==> config.mk <==
export PLATFORM = sky130hd
export DESIGN_NAME = gather_bytes_flat
export DESIGN_NICKNAME = d
export VERILOG_FILES = /design/src/rtl/gather_bytes_if.sv /design/src/rtl/gather_bytes.sv /design/src/flat_wrapper.sv
export SDC_FILE = /design/constraint.sdc
export NUM_CORES = 1
export LEC_CHECK = 0
export CAP_MARGIN = 10
export CORE_MARGIN = 5
export CORE_UTILIZATION = 56
export CTS_BUF_LIST = sky130_fd_sc_hd__clkbuf_4 sky130_fd_sc_hd__clkbuf_8 sky130_fd_sc_hd__clkbuf_16
export CTS_CLUSTER_DIAMETER = 80
export CTS_CLUSTER_SIZE = 24
export DETAILED_ROUTE_END_ITERATION = 6
export PLACE_DENSITY = 0.85
export SYNTH_ARGS = -nofsm -noshare
export SYNTH_HDL_FRONTEND = slang
export SYNTH_SLANG_ARGS = --single-unit
==> constraint.sdc <==
create_clock -name CLK -period 4.4 [get_ports CLK]
set_input_delay 0.66 -clock CLK [delete_from_list [all_inputs] [get_ports CLK]]
set_output_delay 0.66 -clock CLK [all_outputs]
set_load 0.02 [all_outputs]
==> src/rtl/gather_bytes_if.sv <==
// Narrow-in / wide-out stream bundle between the byte-wise compute stage,
// the packer and the PCIe TX FWFT FIFO.
interface gather_bytes_if #(
    parameter int C_IN_BYTES  = 1,
    parameter int C_OUT_BYTES = 4
);
    localparam int C_IN_WIDTH     = 8 * C_IN_BYTES;
    localparam int C_OUT_WIDTH    = 8 * C_OUT_BYTES;
    localparam int C_MULTPL       = C_OUT_BYTES / C_IN_BYTES;
    localparam int C_MULTPL_WIDTH = (C_MULTPL > 1) ? $clog2(C_MULTPL) : 1;

    logic                      INDATA_EN;
    logic [C_IN_WIDTH-1:0]     INDATA;
    logic                      INDATA_RD_EN;
    logic                      FLUSH;
    logic                      FLUSHED;
    logic                      OUTDATA_WR_EN;
    logic [C_OUT_WIDTH-1:0]    OUTDATA;
    logic [C_MULTPL_WIDTH:0]   OUTDATA_LANES;
    logic                      OUTDATA_FULL;

    // Producer/consumer side: feeds narrow words and FIFO status
    modport master (
        output INDATA_EN, INDATA, FLUSH, OUTDATA_FULL,
        input  INDATA_RD_EN, FLUSHED, OUTDATA_WR_EN, OUTDATA, OUTDATA_LANES
    );

    // Packer side
    modport slave (
        input  INDATA_EN, INDATA, FLUSH, OUTDATA_FULL,
        output INDATA_RD_EN, FLUSHED, OUTDATA_WR_EN, OUTDATA, OUTDATA_LANES
    );
endinterface

==> src/rtl/gather_bytes.sv <==
// Packs C_IN_BYTES-wide words into C_OUT_BYTES-wide words, little-endian lane
// order, with a one-deep output register in front of the TX FIFO. A FLUSH
// drains the input, pushes out a zero-padded partial word and pulses FLUSHED.
module gather_bytes #(
    parameter int C_IN_BYTES  = 1,
    parameter int C_OUT_BYTES = 4
) (
    input  logic            CLK,
    input  logic            RST,
    gather_bytes_if.slave   bus
);
    localparam int C_IN_WIDTH     = 8 * C_IN_BYTES;
    localparam int C_OUT_WIDTH    = 8 * C_OUT_BYTES;
    localparam int C_MULTPL       = C_OUT_BYTES / C_IN_BYTES;
    localparam int C_MULTPL_WIDTH = (C_MULTPL > 1) ? $clog2(C_MULTPL) : 1;

    localparam logic [C_MULTPL_WIDTH-1:0] LAST_POS  = C_MULTPL_WIDTH'(C_MULTPL - 1);
    localparam logic [C_MULTPL_WIDTH:0]   FULL_LANES = (C_MULTPL_WIDTH + 1)'(C_MULTPL);

    localparam logic [2:0] ST_RUN   = 3'd0;
    localparam logic [2:0] ST_DRAIN = 3'd1;
    localparam logic [2:0] ST_PAD   = 3'd2;
    localparam logic [2:0] ST_WAIT  = 3'd3;
    localparam logic [2:0] ST_DONE  = 3'd4;

    logic [2:0]                                 state_q, state_d;
    logic [C_MULTPL_WIDTH-1:0]                  pos_q, pos_d;
    logic [C_MULTPL-1:0][C_IN_WIDTH-1:0]        acc_q, acc_d;
    logic                                       out_valid_q, out_valid_d;
    logic [C_OUT_WIDTH-1:0]                     out_data_q, out_data_d;
    logic [C_MULTPL_WIDTH:0]                    out_lanes_q, out_lanes_d;

    logic                                       rd_en;
    logic                                       wr_en;
    logic                                       out_free;
    logic                                       at_last;
    logic [C_MULTPL-1:0][C_IN_WIDTH-1:0]        pad_word;

    // Handshake terms: the output slot is free if empty or draining this cycle
    always_comb begin
        wr_en    = out_valid_q & ~bus.OUTDATA_FULL;
        out_free = ~out_valid_q | ~bus.OUTDATA_FULL;
        at_last  = (pos_q == LAST_POS);
        rd_en    = bus.INDATA_EN
                 & ((state_q == ST_RUN) | (state_q == ST_DRAIN))
                 & (~at_last | out_free);
    end

    // Partial word with lanes at and above the fill position forced to zero
    always_comb begin
        pad_word = '0;
        for (int i = 0; i < C_MULTPL; i++) begin
            if (C_MULTPL_WIDTH'(i) < pos_q) begin
                pad_word[i] = acc_q[i];
            end
        end
    end

    // Lane accumulation, output register load/drain and flush sequencing
    always_comb begin
        state_d     = state_q;
        pos_d       = pos_q;
        acc_d       = acc_q;
        out_valid_d = out_valid_q;
        out_data_d  = out_data_q;
        out_lanes_d = out_lanes_q;

        // A load in the same cycle overrides this clear
        if (wr_en) begin
            out_valid_d = 1'b0;
        end

        if (rd_en) begin
            acc_d[pos_q] = bus.INDATA;
            if (at_last) begin
                out_data_d  = acc_d;
                out_lanes_d = FULL_LANES;
                out_valid_d = 1'b1;
                pos_d       = '0;
            end else begin
                pos_d = pos_q + C_MULTPL_WIDTH'(1);
            end
        end

        case (state_q)
            ST_RUN: begin
                if (bus.FLUSH) begin
                    state_d = ST_DRAIN;
                end
            end
            ST_DRAIN: begin
                if (!bus.INDATA_EN) begin
                    state_d = (pos_q != '0) ? ST_PAD : ST_WAIT;
                end
            end
            ST_PAD: begin
                if (out_free) begin
                    out_data_d  = pad_word;
                    out_lanes_d = {1'b0, pos_q};
                    out_valid_d = 1'b1;
                    pos_d       = '0;
                    state_d     = ST_WAIT;
                end
            end
            ST_WAIT: begin
                if (!out_valid_q) begin
                    state_d = ST_DONE;
                end
            end
            ST_DONE: begin
                state_d = bus.FLUSH ? ST_DRAIN : ST_RUN;
            end
            default: begin
                state_d = ST_RUN;
            end
        endcase
    end

    // State registers; reset discards partial and pending data
    always_ff @(posedge CLK or posedge RST) begin
        if (RST) begin
            state_q     <= ST_RUN;
            pos_q       <= '0;
            acc_q       <= '0;
            out_valid_q <= 1'b0;
            out_data_q  <= '0;
            out_lanes_q <= '0;
        end else begin
            state_q     <= state_d;
            pos_q       <= pos_d;
            acc_q       <= acc_d;
            out_valid_q <= out_valid_d;
            out_data_q  <= out_data_d;
            out_lanes_q <= out_lanes_d;
        end
    end

    assign bus.INDATA_RD_EN  = rd_en;
    assign bus.OUTDATA_WR_EN = wr_en;
    assign bus.OUTDATA       = out_data_q;
    assign bus.OUTDATA_LANES = out_lanes_q;
    assign bus.FLUSHED       = (state_q == ST_DONE);

endmodule

==> src/flat_wrapper.sv <==
// flat-port wrapper written by rule: the top's interface ports become plain ports
module gather_bytes_flat 
#(
    parameter int C_IN_BYTES  = 1,
    parameter int C_OUT_BYTES = 4
)
  (CLK, RST, bus_INDATA_EN, bus_INDATA, bus_FLUSH, bus_OUTDATA_FULL, bus_INDATA_RD_EN, bus_FLUSHED, bus_OUTDATA_WR_EN, bus_OUTDATA, bus_OUTDATA_LANES);
  gather_bytes_if #(.C_IN_BYTES(C_IN_BYTES), .C_OUT_BYTES(C_OUT_BYTES)) bus_i ();
  input  logic CLK;
  input  logic RST;
  input wire logic [$bits(bus_i.INDATA_EN)-1:0] bus_INDATA_EN;
  input wire logic [$bits(bus_i.INDATA)-1:0] bus_INDATA;
  input wire logic [$bits(bus_i.FLUSH)-1:0] bus_FLUSH;
  input wire logic [$bits(bus_i.OUTDATA_FULL)-1:0] bus_OUTDATA_FULL;
  output wire logic [$bits(bus_i.INDATA_RD_EN)-1:0] bus_INDATA_RD_EN;
  output wire logic [$bits(bus_i.FLUSHED)-1:0] bus_FLUSHED;
  output wire logic [$bits(bus_i.OUTDATA_WR_EN)-1:0] bus_OUTDATA_WR_EN;
  output wire logic [$bits(bus_i.OUTDATA)-1:0] bus_OUTDATA;
  output wire logic [$bits(bus_i.OUTDATA_LANES)-1:0] bus_OUTDATA_LANES;
  assign bus_i.INDATA_EN = bus_INDATA_EN;
  assign bus_i.INDATA = bus_INDATA;
  assign bus_i.FLUSH = bus_FLUSH;
  assign bus_i.OUTDATA_FULL = bus_OUTDATA_FULL;
  assign bus_INDATA_RD_EN = bus_i.INDATA_RD_EN;
  assign bus_FLUSHED = bus_i.FLUSHED;
  assign bus_OUTDATA_WR_EN = bus_i.OUTDATA_WR_EN;
  assign bus_OUTDATA = bus_i.OUTDATA;
  assign bus_OUTDATA_LANES = bus_i.OUTDATA_LANES;
  gather_bytes #(.C_IN_BYTES(C_IN_BYTES), .C_OUT_BYTES(C_OUT_BYTES)) u_core (.CLK(CLK), .RST(RST), .bus(bus_i));
endmodule
==> results.py, run 1 <==
metrics = {
    "yosys": {
        "synth_compound_area_share_pct": 15.3,
        "ys_warn_count": 0,
        "synth_nets": 305,
        "yosysTopAreaCell": "dfrtp_1",
        "synth.distinct_cells": 32,
        "synth.area.top_cells": "dfrtp_1 53%, mux2_2 8.9%, nand2_1 3.5%, a211oi_1 3.2%, o31ai_1 3.2%",
        "syn_inst": 287,
        "ys_seq_area_share_pct": 53.4,
        "synth_top_family_by_area": "compound AO/OA/AOI/OAI gates",
        "synthSimpleGateAreaFrac_pct": 14.3,
        "synth_area_mm2": 0.00305,
        "syn_area_per_cell_um2": 10.6,
        "synth_xor_area_share_pct": 0,
        "synth_mux_area_share_pct": 10.5,
        "ys_seq_elements": 65,
        "synthAdderAreaFrac_pct": 2.05,
        "synth_top_area_share_pct": 53.4,
    },
    "job": {
        "max_cap_viol_count": 0,
    },
    "global_routing": {
        "grt_max_degree": 35,
        "grt_pass1_vias": 2364,
        "grt_first_pass_wirelength_um": 11800,
        "antenna_found_initial": 0,
        "grt_use_total_pct": 21.0,
        "overflow": 0,
    },
    "detailed_routing": {
        "vias_per_cell": 5.80,
        "drc": 0,
        "wl_per_cell_um": 16.9,
        "routed_wl_um": 6840,
        "vias": 2351,
        "postRouteAntennaNets": 0,
        "first_iter_violations": 208,
        "dr.pass1.iters": 4,
    },
    "clock_tree": {
        "clockBufferDepth": 2,
        "clk_latency_ns": 0.34,
        "numClockSinks": 65,
        "numCtsBuffers": 9,
        "cts_tree": "done",
        "clockRootBuffer": "clkbuf_8",
        "cts_setup_buffers": 0,
        "path_clk_slew_ns": 0.06,
        "htreeDepth": 3,
        "holdBufCountCts": 0,
        "cts_resized": 0,
    },
    "timing": {
        "rsz0062_at_grt": "no",
        "finClkSkew_ns": 0.00905,
        "worst_slew_pin_slew_ns": 1.05,
        "finalSetupViolations": 0,
        "setup_tns_ns": 0,
        "slew_headroom_pct": 29.7,
        "max_freq_mhz": 319,
        "period_minus_slack_ns": 3.14,
        "setup_ws_ns": 1.26,
        "slew_viol_final": 0,
        "hold_slack_ns": 0.481,
        "hold_viol": 0,
        "post-route-period-util_pct": 71.3,
    },
    "floorplanning": {
        "num_rows": 26,
        "core_mm2": 0.00520,
        "num_io_pins": 51,
        "initial_utilization_pct": 58.5,
        "die_area_mm2": 0.00701,
        "die_x_um": 83.7,
        "die_y_um": 83.7,
    },
    "worst_setup_path": {
        "worst_ep_arrival_time_ns": 2.48,
        "worstPathMaxFanout": 9,
        "endpoint_kind": "output pin",
        "crit_required_ns": 3.74,
        "crit_type": "primary input to output pin",
        "crit_path_start_kind": "primary input",
    },
    "cells_and_area": {
        "fin_util_pct": 71.7,
        "drive_above_1_share_pct": 14.3,
        "finalNetCount": 349,
        "antennaDiodeCount": 0,
        "final.fill_count": 383,
        "synthToLayoutAreaGrowth_pct": 22.5,
    },
    "worst_hold_path": {
        "min-delay-path-class": "flop to flop",
    },
    "placement": {
        "post-place-ws_ns": 1.27,
        "place_congestion": 0.844,
        "port_buffers": 50,
        "hpwlAfterDp_um": 4680,
    },
    "pwr": {
        "power_leakage_nw": 1.55,
        "worst_ir_drop_vdd_mv": 0.421,
        "power_density_mw_per_mm2": 712,
    },
    "status": {
        "outcome": "complete, no violations",
    },
}
-- registers in the layout, indices dropped and copies added (netlist names) --
signal,count
u_core.bus.OUTDATA,32
u_core.bus.OUTDATA_LANES,3
u_core.acc_q,24
u_core.pos_q,2
u_core.state_q,3
u_core.out_valid_q,1
-- critical path, cell delays in order --
cell             delay, ns
clkdlybuf4s50_1       0.49
nor3b_2               0.29
nand2_1               0.25
inv_2                 0.16
clkdlybuf4s50_1       0.63
-- area by class of cell --
type,instances,area (um2),area share (%)
flip-flops and latches,65,1630,43.6
well taps,70,87.6,2.35
inverters,11,41.3,1.11
multi-input cells,191,1290,34.5
repair buffers,53,523,14.0
clock buffers,11,145,3.89
clock inverters,4,20.0,0.537
-- metrics by stage --
stage          area, um2  cells  total power, W
6_report            3730    405         0.00265
3_3_place_gp        3560    390         0.00218
4_1_cts             3730    405         0.00267
5_1_grt             3730    405         0.00283
3_5_place_dp        3560    390         0.00223
2_1_floorplan       3050    287         0.00179
-- cells in the final DEF (no fill, tap or decap), drive strengths merged, types with 3 or more instances in the layout --
cell type	instances
a211oi	13
a21oi	11
a22oi	9
buf	3
clkbuf	11
clkdlybuf4s50	50
clkinv	4
dfrtp	65
ha	5
inv	11
mux2	24
mux2i	5
nand2	29
nand3	19
nor2	22
nor2b	14
o21ai	8
o2bb2ai	8
o31ai	13
-- path summary, 6_finish.rpt --
check	slack, ns	to	startpoint	cells past startpoint
min reg2reg	0.48	u_core.bus.OUTDATA[4]$_DFF_PP0_	u_core.acc_q[4]$_DFFE_PP0N_	1
max in group asynchronous	2.76	u_core.bus.OUTDATA[13]$_DFF_PP0_	RST	3
max	1.26	bus_INDATA_RD_EN	bus_INDATA_EN	5
min in group asynchronous	0.75	u_core.bus.OUTDATA[14]$_DFF_PP0_	RST	2
min	0.48	u_core.bus.OUTDATA[4]$_DFF_PP0_	u_core.acc_q[4]$_DFFE_PP0N_	1
max reg2reg	1.90	u_core.bus.OUTDATA[7]$_DFF_PP0_	u_core.pos_q[1]$_DFF_PP0_	4
-- power breakdown --
group | internal [W] | switching, W
Sequential | 0.000864 | 0.000195
Clock | 0.000219 | 0.000215
Combinational | 0.000560 | 0.000601
-- synthesized netlist by cell type --
cell / number
nor2_1: 22
inv_2: 1
clkbuf_1: 6
nor3b_1: 1
nand2b_1: 1
mux2_2: 24
and4_1: 1
a211oi_1: 13
o21ai_0: 8
buf_1: 3
o31ai_1: 13
ha_1: 5
nand2_2: 1
o221a_2: 1
nor3_1: 2
mux2i_1: 5
nand3_1: 19
o21a_1: 1
nor2b_1: 14
buf_2: 10
o2bb2ai_1: 8
a22oi_1: 9
dfrtp_1: 65
or3b_1: 1
a21oi_4: 1
nor3b_2: 1
a221oi_1: 1
buf_4: 1
a21oi_1: 10
nand2_1: 28
inv_1: 10
and3_1: 1
-- cells by family (layout without fill, tap and decap cells) --
kind of cell    after synthesis  after routing
simple gates                 92             92
compound gates               65             65
flops                        65             65
buf+inv                      31             79
mux                          29             29
fa+ha+maj                     5              5
-- layer usage --
layer,up-vias,share of wire [%],wire length [um],GRT usage [%]
met5,-,0,0,0
met4,0,2.8,190,9.06
met3,16,6.1,419,5.73
li1,1114,-,-,-
met1,1149,43,2960,26.3
met2,72,48,3270,34.1
Note: power is estimated with default switching activity, not from simulation.
==> run 2, diff against run 1 <==
CORE_UTILIZATION = 47   (was 56)
PLACE_DENSITY = 0.77   (was 0.85)
clock period = 2.8 ns   (was 4.4 ns; I/O delays follow)
==> run 2 against run 1 <==
Worst setup slack got worse by 1.0 ns; global-route usage decreased by 3.6 points; first-iteration DRC count decreased by 30%; final cell count increased by 3.2%; combinational power increased by 59%; clock power increased by 100%; power increased by 66%; critical path type is now flop to output pin; critical endpoint unchanged; largest power group unchanged.
==> results.py, run 2 (synthesis gave the netlist of run 1 again) <==
metrics = {
    "floorplanning": {
        "die_y_um": 90.5,
        "die_x_um": 90.5,
        "num_io_pins": 51,
        "core_mm2": 0.00631,
        "die_area_mm2": 0.00819,
        "initial_utilization_pct": 48.2,
        "num_rows": 29,
    },
    "detailed_routing": {
        "drc": 0,
        "wl_per_cell_um": 16.3,
        "first_iter_violations": 145,
        "routed_wl_um": 6830,
        "met3_length_um": 292,
        "postRouteAntennaNets": 0,
        "wl_met2_um": 3270,
        "highest_layer": "met4",
        "dr.pass1.iters": 4,
        "vias_per_cell": 5.45,
        "wl_met1_um": 3100,
        "vias": 2278,
    },
    "worst_hold_path": {
        "min-delay-path-class": "primary input to asynchronous set/reset pin",
    },
    "worst_setup_path": {
        "cp_cell_sequence": "ha_1 > nand3_1 > nand2_1 > inv_2 > clkdlybuf4s50_1",
        "cpLargestDelayFamily": "buffers and inverters",
        "endpoint_kind": "output pin",
        "r2r_setup_slack_ns": 0.75,
        "worst_ep_arrival_time_ns": 2.13,
        "cp_slowest_cell": "clkdlybuf4s50_1",
        "worstPathMaxFanout": 14,
        "cp_num_buf_inv": 2,
        "crit_path_start_kind": "flop",
        "r2r_end": "u_core.acc_q[12]$_DFFE_PP0N_",
        "crit_required_ns": 2.38,
        "r2r_start": "u_core.pos_q[1]$_DFF_PP0_",
        "crit_type": "flop to output pin",
        "r2r_cells": 4,
        "max_stage_delay_ns": 0.62,
    },
    "cells_and_area": {
        "stdcell_area_mm2": 0.00386,
        "finalNetCount": 354,
        "fin_cells": 418,
        "antennaDiodeCount": 0,
        "multi_input_area_mm2": 0.00129,
        "final_cell_mix": "65 x dfrtp_1, 50 x clkdlybuf4s50_1, 28 x nand2_1",
        "synthToLayoutAreaGrowth_pct": 26.7,
        "regArea_mm2": 0.00163,
        "final.fill_count": 516,
        "fin_util_pct": 61.1,
        "largest_reg_flops": 32,
        "drive_above_1_share_pct": 15.8,
        "final_common_cell": "dfrtp_1",
    },
    "pwr": {
        "clock_power_share_pct": 20.1,
        "power_density_mw_per_mm2": 1140,
        "seq_power_share_pct": 37.8,
        "swShare_pct": 36.2,
        "worst_ir_drop_vdd_mv": 0.570,
        "internal_power_w": 0.00281,
        "combPwrFrac_pct": 42.1,
        "p_total_w": 0.00440,
        "power_leakage_nw": 1.61,
        "power_switching_w": 0.00159,
    },
    "timing": {
        "rsz0062_at_grt": "no",
        "finClkSkew_ns": 0.00850,
        "max_freq_mhz": 392,
        "slew_headroom_pct": 64.8,
        "slew_viol_final": 0,
        "hold_viol": 0,
        "finalSetupViolations": 0,
        "period_minus_slack_ns": 2.55,
        "setup_tns_ns": 0,
        "worst_slew_pin_slew_ns": 0.529,
        "post-route-period-util_pct": 91.1,
    },
    "clock_tree": {
        "path_clk_slew_ns": 0.07,
        "clk_latency_ns": 0.33,
        "holdBufCountCts": 0,
        "cts_setup_buffers": 0,
        "numClockSinks": 65,
        "clockRootBuffer": "clkbuf_8",
        "htreeDepth": 3,
        "cts_resized": 0,
        "cts_tree": "done",
        "numCtsBuffers": 9,
        "clockBufferDepth": 2,
    },
    "status": {
        "outcome": "complete, no violations",
    },
    "global_routing": {
        "grt_pass1_vias": 2232,
        "antenna_found_initial": 0,
        "grt_first_pass_wirelength_um": 11400,
        "overflow": 0,
        "grt_use_total_pct": 17.3,
        "grt_max_degree": 66,
    },
    "placement": {
        "place_area_mm2": 0.00364,
        "place_congestion": 0.876,
        "port_buffers": 50,
        "placed_cells": 402,
        "hpwlAfterDp_um": 4640,
    },
    "job": {
        "max_cap_viol_count": 0,
    },
}
run 2: per-stage QoR:
stage                     hold slack [ns]  setup slack (ns)
after floorplan                     0.451             0.754
after global placement              0.457             0.346
after detailed placement            0.471             0.271
after CTS                           0.484             0.256
after global routing                0.497             0.152
final                               0.460             0.249
run 2: layer usage:
layer | global-route usage (%) | vias to the layer above
li1 | - | 1117
met1 | 22.7 | 1088
met2 | 27.2 | 60
met3 | 4.67 | 13
met4 | 6.95 | 0
met5 | 0 | -
run 2: power groups by stage:
| stage | Sequential (W) | Clock [W] | Combinational [W] |
|---|---|---|---|
| finish | 0.00166 | 0.000885 | 0.00185 |
| global placement | 0.00166 | 0 | 0.00181 |
| CTS | 0.00167 | 0.000904 | 0.00187 |
| detailed placement | 0.00168 | 0 | 0.00187 |
| global route | 0.00173 | 0.000958 | 0.00202 |
| floorplan | 0.00184 | 0 | 0.000973 |
run 2: worst max-delay path by stage:
stage | from | end | slack [ns] | cells past startpoint
after floorplan | RST | u_core.acc_q[0]$_DFFE_PP0N_ | 0.75 | 1
after global placement | bus_INDATA_EN | bus_INDATA_RD_EN | 0.35 | 5
after detailed placement | bus_INDATA_EN | bus_INDATA_RD_EN | 0.27 | 5
after CTS | u_core.pos_q[1]$_DFF_PP0_ | bus_INDATA_RD_EN | 0.26 | 5
after global routing | u_core.pos_q[1]$_DFF_PP0_ | bus_INDATA_RD_EN | 0.15 | 5
final | u_core.pos_q[1]$_DFF_PP0_ | bus_INDATA_RD_EN | 0.25 | 5
run 2: final cells by class:
| type | count | share of cell area, % |
|---|---|---|
| clock buffer | 11 | 3.76 |
| clock inverter | 5 | 2.04 |
| inverter | 11 | 1.07 |
| multi-input combinational | 191 | 33.3 |
| sequential | 65 | 42.1 |
| tap | 77 | 2.50 |
| timing repair buffer | 58 | 15.2 |
run 2: worst register-to-register path, cell delays in order, from the launching register on:
cell,delay [ns]
dfrtp_1,0.56
inv_1,0.16
ha_1,0.50
nand2_1,0.35
mux2_2,0.36
==> run 3, diff against run 2 <==
SETUP_SLACK_MARGIN = 0.15   (was unset)
==> results of run 3 <==
No change in the layout: final DEF, timing and power equal those of run 2.
